===== config.mk =====
export PLATFORM = sky130hd
export DESIGN_NAME = wb_unit_flat
export DESIGN_NICKNAME = d
export VERILOG_FILES = /design/src/rtl/cpu_pkg.sv /design/src/rtl/wb_unit_if.sv /design/src/rtl/wb_fifo.sv /design/src/rtl/wb_unit.sv /design/src/flat_wrapper.sv
export SDC_FILE = /design/constraint.sdc
export NUM_CORES = 1
export LEC_CHECK = 0
export CORE_ASPECT_RATIO = 0.8
export CORE_MARGIN = 2
export CORE_UTILIZATION = 30
export DETAILED_ROUTE_END_ITERATION = 10
export HOLD_SLACK_MARGIN = 0.12
export PLACE_DENSITY = 0.59
export SKIP_CTS_REPAIR_TIMING = 1
export SYNTH_ARGS = -nofsm -noshare
export SYNTH_HDL_FRONTEND = slang
export SYNTH_SLANG_ARGS = --single-unit

===== constraint.sdc =====
create_clock -name clk -period 2.2 [get_ports clk]
set_clock_uncertainty 0.2 [all_clocks]
set_input_delay 0.44 -clock clk [delete_from_list [all_inputs] [get_ports clk]]
set_output_delay 0.44 -clock clk [all_outputs]
set_load 0.1 [all_outputs]

===== src/rtl/cpu_pkg.sv =====
// Shared processor definitions: datapath widths, the write-back entry format
// and the register-index one-hot decoder.
package cpu_pkg;

    localparam int DATA_W    = 16;
    localparam int NREGS     = 8;
    localparam int REG_IDX_W = 3;

    typedef struct packed {
        logic [REG_IDX_W-1:0] dst;
        logic [DATA_W-1:0]    data;
    } wb_entry_t;

    function automatic logic [NREGS-1:0] onehot_reg(input logic [REG_IDX_W-1:0] idx);
        logic [NREGS-1:0] one;
        one = {{(NREGS-1){1'b0}}, 1'b1};
        return one << idx;
    endfunction

endpackage


===== src/rtl/wb_unit_if.sv =====
// Result intake handshakes and register-file write port of the write-back unit.
interface wb_unit_if;
    import cpu_pkg::*;

    logic                 alu_valid;
    logic                 alu_ready;
    logic [REG_IDX_W-1:0] alu_dst;
    logic [DATA_W-1:0]    alu_data;
    logic                 mem_valid;
    logic                 mem_ready;
    logic [REG_IDX_W-1:0] mem_dst;
    logic [DATA_W-1:0]    mem_data;
    logic [NREGS-1:0]     wr_en;
    logic [DATA_W-1:0]    wr_data;
    logic [NREGS-1:0]     pending;
    logic                 empty;

    modport master (
        output alu_valid, alu_dst, alu_data, mem_valid, mem_dst, mem_data,
        input  alu_ready, mem_ready, wr_en, wr_data, pending, empty
    );

    modport slave (
        input  alu_valid, alu_dst, alu_data, mem_valid, mem_dst, mem_data,
        output alu_ready, mem_ready, wr_en, wr_data, pending, empty
    );
endinterface


===== src/rtl/wb_fifo.sv =====
// Write-back buffer: dual push (slot a then slot b), single pop of the head
// every cycle it is non-empty, plus a pending-destination mask.
module wb_fifo
    import cpu_pkg::*;
#(
    parameter int DEPTH = 2,
    localparam int PTR_W = $clog2(DEPTH),
    localparam int CNT_W = $clog2(DEPTH + 1)
) (
    input  logic             clk,
    input  logic             rst,
    input  logic             i_push_a,
    input  wb_entry_t        i_entry_a,
    input  logic             i_push_b,
    input  wb_entry_t        i_entry_b,
    output wb_entry_t        o_head,
    output logic [CNT_W-1:0] o_count,
    output logic             o_empty,
    output logic [NREGS-1:0] o_pending
);

    wb_entry_t        r_mem [DEPTH];
    logic [DEPTH-1:0] r_vld;
    logic [PTR_W-1:0] r_wptr;
    logic [PTR_W-1:0] r_rptr;
    logic [CNT_W-1:0] r_count;

    logic             w_pop;
    logic [PTR_W-1:0] w_wptr_b;
    logic [CNT_W-1:0] w_count_next;
    logic [NREGS-1:0] w_pending;

    // Pop, second push slot and occupancy update.
    always_comb begin
        w_pop        = (r_count != {CNT_W{1'b0}});
        w_wptr_b     = r_wptr + {{(PTR_W-1){1'b0}}, 1'b1};
        w_count_next = r_count + CNT_W'(i_push_a) + CNT_W'(i_push_b) - CNT_W'(w_pop);
    end

    // Storage and pointers; a pop clears the head valid before any push reuses that slot.
    always_ff @(posedge clk or posedge rst) begin
        if (rst) begin
            for (int i = 0; i < DEPTH; i++) begin
                r_mem[i] <= '0;
            end
            r_vld   <= {DEPTH{1'b0}};
            r_wptr  <= {PTR_W{1'b0}};
            r_rptr  <= {PTR_W{1'b0}};
            r_count <= {CNT_W{1'b0}};
        end else begin
            if (w_pop) begin
                r_vld[r_rptr] <= 1'b0;
                r_rptr        <= r_rptr + {{(PTR_W-1){1'b0}}, 1'b1};
            end
            if (i_push_a) begin
                r_vld[r_wptr] <= 1'b1;
                r_mem[r_wptr] <= i_entry_a;
            end
            if (i_push_b) begin
                r_vld[w_wptr_b] <= 1'b1;
                r_mem[w_wptr_b] <= i_entry_b;
            end
            r_wptr  <= r_wptr + PTR_W'(i_push_a) + PTR_W'(i_push_b);
            r_count <= w_count_next;
        end
    end

    // Pending mask over every buffered entry, head included.
    always_comb begin
        w_pending = {NREGS{1'b0}};
        for (int i = 0; i < DEPTH; i++) begin
            w_pending = w_pending | (r_vld[i] ? onehot_reg(r_mem[i].dst) : {NREGS{1'b0}});
        end
    end

    assign o_head    = r_mem[r_rptr];
    assign o_count   = r_count;
    assign o_empty   = (r_count == {CNT_W{1'b0}});
    assign o_pending = w_pending;

endmodule


===== src/rtl/wb_unit.sv =====
// Write-back unit: arbitrates ALU/load results into the buffer (load first)
// and retires the head into the register file every cycle.
module wb_unit
    import cpu_pkg::*;
#(
    parameter int DEPTH = 2
) (
    input  logic     clk,
    input  logic     rst,
    wb_unit_if.slave bus
);

    localparam int CNT_W = $clog2(DEPTH + 1);

    logic [CNT_W-1:0] w_count;
    logic [CNT_W-1:0] w_free;
    logic             w_empty;
    logic [NREGS-1:0] w_pending;
    wb_entry_t        w_head;
    wb_entry_t        w_entry_a;
    wb_entry_t        w_entry_b;
    logic             w_mem_ready;
    logic             w_alu_ready;
    logic             w_mem_take;
    logic             w_alu_take;
    logic             w_push_a;
    logic             w_push_b;

    // Free slots count the head being retired this cycle; load wins a lone slot.
    always_comb begin
        w_free      = CNT_W'(DEPTH) - w_count + CNT_W'(w_count != {CNT_W{1'b0}});
        w_mem_ready = !rst && (w_free >= CNT_W'(1));
        w_alu_ready = !rst && ((w_free >= CNT_W'(2)) ||
                               ((w_free >= CNT_W'(1)) && !bus.mem_valid));
        w_mem_take  = bus.mem_valid && w_mem_ready;
        w_alu_take  = bus.alu_valid && w_alu_ready;
    end

    // Load result occupies slot a when present so the ALU result lands behind it.
    always_comb begin
        w_push_a  = w_mem_take || w_alu_take;
        w_push_b  = w_mem_take && w_alu_take;
        w_entry_b = '{dst: bus.alu_dst, data: bus.alu_data};
        if (w_mem_take) begin
            w_entry_a = '{dst: bus.mem_dst, data: bus.mem_data};
        end else begin
            w_entry_a = w_entry_b;
        end
    end

    wb_fifo #(.DEPTH(DEPTH)) u_fifo (
        .clk       (clk),
        .rst       (rst),
        .i_push_a  (w_push_a),
        .i_entry_a (w_entry_a),
        .i_push_b  (w_push_b),
        .i_entry_b (w_entry_b),
        .o_head    (w_head),
        .o_count   (w_count),
        .o_empty   (w_empty),
        .o_pending (w_pending)
    );

    // Register-file write port driven straight from buffered state.
    always_comb begin
        bus.alu_ready = w_alu_ready;
        bus.mem_ready = w_mem_ready;
        bus.pending   = w_pending;
        bus.empty     = w_empty;
        if (w_empty) begin
            bus.wr_en   = {NREGS{1'b0}};
            bus.wr_data = {DATA_W{1'b0}};
        end else begin
            bus.wr_en   = onehot_reg(w_head.dst);
            bus.wr_data = w_head.data;
        end
    end

endmodule


===== src/flat_wrapper.sv =====
// flat-port wrapper written by rule: the top's interface ports become plain ports
module wb_unit_flat import cpu_pkg::*;
#(
    parameter int DEPTH = 2
)
  (clk, rst, bus_alu_valid, bus_alu_dst, bus_alu_data, bus_mem_valid, bus_mem_dst, bus_mem_data, bus_alu_ready, bus_mem_ready, bus_wr_en, bus_wr_data, bus_pending, bus_empty);
  wb_unit_if bus_i ();
  input  logic clk;
  input  logic rst;
  input wire logic [$bits(bus_i.alu_valid)-1:0] bus_alu_valid;
  input wire logic [$bits(bus_i.alu_dst)-1:0] bus_alu_dst;
  input wire logic [$bits(bus_i.alu_data)-1:0] bus_alu_data;
  input wire logic [$bits(bus_i.mem_valid)-1:0] bus_mem_valid;
  input wire logic [$bits(bus_i.mem_dst)-1:0] bus_mem_dst;
  input wire logic [$bits(bus_i.mem_data)-1:0] bus_mem_data;
  output wire logic [$bits(bus_i.alu_ready)-1:0] bus_alu_ready;
  output wire logic [$bits(bus_i.mem_ready)-1:0] bus_mem_ready;
  output wire logic [$bits(bus_i.wr_en)-1:0] bus_wr_en;
  output wire logic [$bits(bus_i.wr_data)-1:0] bus_wr_data;
  output wire logic [$bits(bus_i.pending)-1:0] bus_pending;
  output wire logic [$bits(bus_i.empty)-1:0] bus_empty;
  assign bus_i.alu_valid = bus_alu_valid;
  assign bus_i.alu_dst = bus_alu_dst;
  assign bus_i.alu_data = bus_alu_data;
  assign bus_i.mem_valid = bus_mem_valid;
  assign bus_i.mem_dst = bus_mem_dst;
  assign bus_i.mem_data = bus_mem_data;
  assign bus_alu_ready = bus_i.alu_ready;
  assign bus_mem_ready = bus_i.mem_ready;
  assign bus_wr_en = bus_i.wr_en;
  assign bus_wr_data = bus_i.wr_data;
  assign bus_pending = bus_i.pending;
  assign bus_empty = bus_i.empty;
  wb_unit #(.DEPTH(DEPTH)) u_core (.clk(clk), .rst(rst), .bus(bus_i));
endmodule

==> out/qor.txt, run 1 <==
Count leader, synth - nor2_1
Max Slew Vio Count - 0
Later-pin clock latency in the skew report - 0.30 ns
First-pass GRT wire length - 13100 microns
# clock sinks - 44
Synthesized net count - 343
DRT iter0 DRCs - 126
Row count - 30
Worst EP arrival - 1.57 ns
Syn_area_per_cell - 8.89 sq um
F_max - 452 MHz
Initial antenna violation count - 0
Num CTS Buffers - 5
Worst Path Required - 1.56 ns
Crit path max fanout - 11
Clk buf depth - 2
Post-Syn Instances - 299
GRT Total Usage - 17.5%
Routed via count - 2609
Worst min path class - reg2reg
Synth cell count leaders - nor2_1 (82), dfrtp_1 (44), o22ai_1 (31)
Starting Density - 31.1%
Layout net count - 440
Die height - 88.2 microns
Total grt overflow - 0
Kind of critical path - reg2out
Share of post-route cells with drive strength above 1 - 35.5%
Synth Flop Type - dfrtp_1
Synthesized cell area - 2660 sq um
Die ar. - 9630 sq um
Root buf cell - clkbuf_8
Failing checks - negative setup slack
Max Cap Viol - 0
Largest net degree at the start of global routing - 29
Area Overhead vs Synth - 72.6%
Area leader, netlist - dfrtp_1
Synth top area share - 41.4%
Asr flop ratio synth - 100%
Synth unique cells - 44
Ant. Diodes - 0
Hold slack - 0.316 ns
IO Pins - 77
Die W - 109 microns
Dominant cells by area after synthesis - dfrtp_1 (41%), nor2_1 (12%), o22ai_1 (7.3%), mux2i_1 (6.0%), nand2b_1 (4.2%)
Vias per inst - 5.13
Final Critical Period - 2.21 ns
PortBufs - 76
Post-synth EDFFs - 0
CP endpoint kind - primary output
Reg clk slew, reported paths - 0.08 ns
WL final - 8100 microns
Worst reg-to-reg setup slack - 0.09 ns
RSZ-0062 raised after global routing - true
Fin crit share - 101%
DR DRC count - 0
Setup ws final - -0.0126 ns
Worst Tran Pin Value - 0.431 ns
Final setup vio count - 3
H-tree Lvls - 2
Routed Antenna Nets - 0
Dpl hpwl - 5970 microns
First-pass iteration count of the detailed router - 4
Post-synthesis register bit count - 44
Yosys synthesis warning count - 0
Final GP Congestion - 0.830
Outcome - complete, but fails checks
Number of global-route vias before repair - 2544
Final hold vios - 0
Slew margin rel. - 71.3%
CP startpoint kind - register
Post-synthesis sequential area ratio - 41.4%
Pre-CTS setup slack - -0.500 ns
CTS tree - done
Core Box Area - 8560 sq um
Routed wire per std cell - 15.9 microns
## state kept, by name (all words and copies together), names as in the netlist
signal,flops
u_core.u_fifo.o_count,2
u_core.u_fifo.r_wptr,1
u_core.u_fifo.r_mem,38
u_core.u_fifo.r_rptr,1
u_core.u_fifo.r_vld,2
## worst paths after layout
path	start	endpoint	cells past startpoint
hold reg to reg	u_core.u_fifo.r_mem[6]$_DFF_PP0_	u_core.u_fifo.r_mem[6]$_DFF_PP0_	1
setup / recovery	u_core.u_fifo.r_rptr$_DFFE_PP0P_	bus_wr_data[13]	4
hold / removal	u_core.u_fifo.r_mem[6]$_DFF_PP0_	u_core.u_fifo.r_mem[6]$_DFF_PP0_	1
setup reg to reg	u_core.u_fifo.o_count[1]$_DFF_PP0_	u_core.u_fifo.o_count[1]$_DFF_PP0_	6
min in group asynchronous	rst	u_core.u_fifo.r_vld[1]$_DFF_PP0_	5
max in group asynchronous	rst	u_core.u_fifo.r_mem[35]$_DFF_PP0_	5
## cell usage in the layout (no fill, tap or decap), types with 3 or more instances in the layout
master,instances
nor2_1,56
o22ai_2,5
clkbuf_8,5
nand2_1,11
a21oi_1,5
buf_4,25
nor2_2,4
a31oi_2,3
nand2b_1,17
dfrtp_2,4
inv_1,6
dlymetal6s2s_1,3
dfrtp_1,40
mux2i_1,15
clkdlybuf4s50_1,38
xnor2_1,4
nor2b_1,6
o22ai_1,30
a221o_1,6
buf_12,39
nor2_4,26
## cell type report
cell class	count	area, sq um
clock buffers	6	72.6
repair buffers	108	1450
flip-flops and latches	44	1110
well taps	112	140
clock inverters	2	35.0
inverters	10	45.0
multi-input cells	227	1740
fillers	760	3970
## per-layer routing
| layer | track usage (%) | part of all wire, % | up-vias |
|---|---|---|---|
| met1 | 26.1 | 48 | 1269 |
| met5 | 0 | 0 | - |
| met3 | 3.50 | 6.7 | 10 |
| li1 | - | - | 1241 |
| met2 | 26.4 | 44 | 89 |
| met4 | 3.80 | 0.96 | 0 |
## per-stage QoR
step	cells	TNS [ns]	instance area (sq um)	utilization [%]
after CTS	506	-1.53	4450	52.0
final	509	-0.0169	4590	53.6
after global placement	498	-9.62	4340	50.7
after floorplan	299	-4.69	2960	-
after global routing	509	-1.12	4590	53.6
after detailed placement	498	-11.50	4340	50.7
## worst max-delay path, stage by stage (launching register included)
cell and delay [ns]:
dfrtp_1 0.42, buf_4 0.28, mux2i_1 0.33, nor2_4 0.08, buf_12 0.17
## kinds of logic after synthesis
| group | share of synthesized area, % |
|---|---|
| buffers and inverters | 5.32 |
| muxes | 6.45 |
| and+or+nand+nor | 23.4 |
| AOI/OAI and AO/OA | 20.2 |
| DFF | 41.4 |
| xor gates and xnor gates | 1.98 |
| adders and majority gates | 1.22 |
Power of run 1 is not shown: default switching activity piles up to over one toggle a cycle in this logic, so the estimate is an artifact.
==> run 2, diff against run 1 <==
- CTS_BUF_LIST: unset -> sky130_fd_sc_hd__clkbuf_8
- MAX_ROUTING_LAYER: unset -> met4
==> run 2 against run 1 <==
The flow still finishes with violations (negative setup slack). Critical path type unchanged. Critical endpoint unchanged. Largest cell class unchanged. Global-route usage up 0.59 points. Register-to-register slack is essentially flat. Wire length fell by 0.22%. Worst setup slack got worse by 0.0055 ns.
==> out/qor.txt, run 2 (synthesized netlist as in run 1, its figures left out) <==
Outcome - complete, but fails checks
Failing checks - negative setup slack
Worst Tran Pin Value - 0.440 ns (+0.00919 ns)
Die ar. - 9630 sq um (unchanged)
Final GP Congestion - 0.843 (+1.5%)
F_max - 451 MHz (-0.25%)
WL final - 8090 microns (-0.22%)
Cell with the largest stage delay on the worst path - dfrtp_1
Vias per inst - 5.13 (+0.11%)
Met1 usage in global routing - 26.5% (+0.37 points)
First-pass GRT wire length - 13100 microns (about the same)
Final setup vio count - 2 (-1)
Placed Instances - 498 (unchanged)
DRT iter0 DRCs - 121 (-4.0%)
Total grt overflow - 0 (unchanged)
M3 GR Usage - 3.05% (-0.45 points)
Later-pin clock latency in the skew report - 0.29 ns (about the same)
Row count - 30 (unchanged)
RSZ-0062 raised after global routing - true
Most common cell after layout, fill and taps aside - nor2_1
Bufs and invs on worst path - 2 (unchanged)
Root buf cell - clkbuf_8
Largest net degree at the start of global routing - 29 (unchanged)
Share of post-route cells with drive strength above 1 - 35.8% (+0.25 points)
Kind of critical path - reg2out
Final hold vios - 0 (unchanged)
Max reg flops - 38 (unchanged)
GRT Total Usage - 18.1% (+0.59 points)
Dpl hpwl - 5970 microns (unchanged)
Num CTS Buffers - 5 (unchanged)
Worst Path Required - 1.56 ns (about the same)
Layout net count - 440 (unchanged)
Crit path cell chain - buf_4 > mux2i_1 > nor2_4 > buf_12
CP startpoint kind - register
PortBufs - 76 (unchanged)
Ant. Diodes - 0 (unchanged)
CTS tree - done
Max Cap Viol - 0 (unchanged)
Biggest register - u_core.u_fifo.r_mem
Starting Density - 31.1% (unchanged)
Setup ws final - -0.0181 ns (-0.00548 ns)
H-tree Lvls - 2 (unchanged)
Number of global-route vias before repair - 2545 (+0.039%)
CP endpoint kind - primary output
Reg clk slew, reported paths - 0.07 ns (about the same)
Max incr delay on CP - 0.42 ns (about the same)
Initial antenna violation count - 0 (unchanged)
DR DRC count - 0 (unchanged)
GRT Max-Usage Layer - met1
Worst min path class - reg2reg
Met2 usage - 26.4% (unchanged)
Hold slack - 0.319 ns (+0.00332 ns)
Area Overhead vs Synth - 72.7% (about the same)
First-pass iteration count of the detailed router - 4 (unchanged)
Die height - 88.2 microns (unchanged)
Crit path max fanout - 11 (unchanged)
Top delay family on crit path - buffers and inverters
IO Pins - 77 (unchanged)
Routed wire per std cell - 15.9 microns (-0.22%)
Worst EP arrival - 1.58 ns (about the same)
Clk buf depth - 2 (unchanged)
Non-filler cells in the finished layout - 509 (unchanged)
Core Box Area - 8560 sq um (unchanged)
Most frequent cells in the layout - nor2_1 (56), dfrtp_1 (40), buf_12 (39)
Routed via count - 2612 (+0.11%)
# clock sinks - 44 (unchanged)
Max Slew Vio Count - 0 (unchanged)
Final Critical Period - 2.22 ns (+0.00548 ns)
Slew margin rel. - 70.6% (-0.61 points)
Routed Antenna Nets - 0 (unchanged)
Fin crit share - 101% (+0.25 points)
Die W - 109 microns (unchanged)
-- run 2: layout make-up --
type                    count  area, sq um
clock buffers               5         68.8
clock inverters             3         38.8
fillers                   763         3970
inverters                  10         45.0
multi-input cells         227         1740
flip-flops and latches     44         1110
well taps                 112          140
repair buffers            108         1450
-- run 2: final timing paths --
check	from	end	slack (ns)	cells after the start
min in group asynchronous	rst	u_core.u_fifo.r_mem[4]$_DFF_PP0_	0.38	5
worst max-delay path	u_core.u_fifo.r_rptr$_DFFE_PP0P_	bus_wr_data[13]	-0.02	4
max in group asynchronous	rst	u_core.u_fifo.r_mem[35]$_DFF_PP0_	1.08	5
worst min register to register	u_core.u_fifo.r_mem[25]$_DFF_PP0_	u_core.u_fifo.r_mem[25]$_DFF_PP0_	0.32	2
worst max register to register	u_core.u_fifo.o_count[1]$_DFF_PP0_	u_core.u_fifo.o_count[1]$_DFF_PP0_	0.09	6
worst min-delay path	u_core.u_fifo.r_mem[25]$_DFF_PP0_	u_core.u_fifo.r_mem[25]$_DFF_PP0_	0.32	2
-- run 2: worst register-to-register path, stage by stage, from the launching register on --
cell	delay (ns)
dfrtp_2	0.45
nor2_4	0.15
clkinvlp_4	0.21
ha_1	0.36
fa_2	0.36
xor2_1	0.15
xnor2_1	0.12
-- run 2: per-layer routing --
| metal | routed length (microns) | vias up | part of all wire [%] |
|---|---|---|---|
| met3 | 392 | 10 | 4.8 |
| met2 | 3610 | 82 | 45 |
| met1 | 4000 | 1279 | 49 |
| met4 | 78 | 0 | 0.96 |
| met5 | 0 | - | 0 |
| li1 | - | 1241 | - |
-- run 2: per-stage QoR --
stage | area, sq um | worst slack [ns] | TNS, ns | utilization, %
after floorplan | 2960 | -0.526 | -4.69 | -
after global placement | 4340 | -0.421 | -9.62 | 50.7
after detailed placement | 4340 | -0.500 | -11.50 | 50.7
after CTS | 4450 | -0.179 | -1.54 | 52.0
after global routing | 4590 | -0.0734 | -1.10 | 53.6
final | 4590 | -0.0181 | -0.0217 | 53.6
Power of run 2 is left out for the same reason.
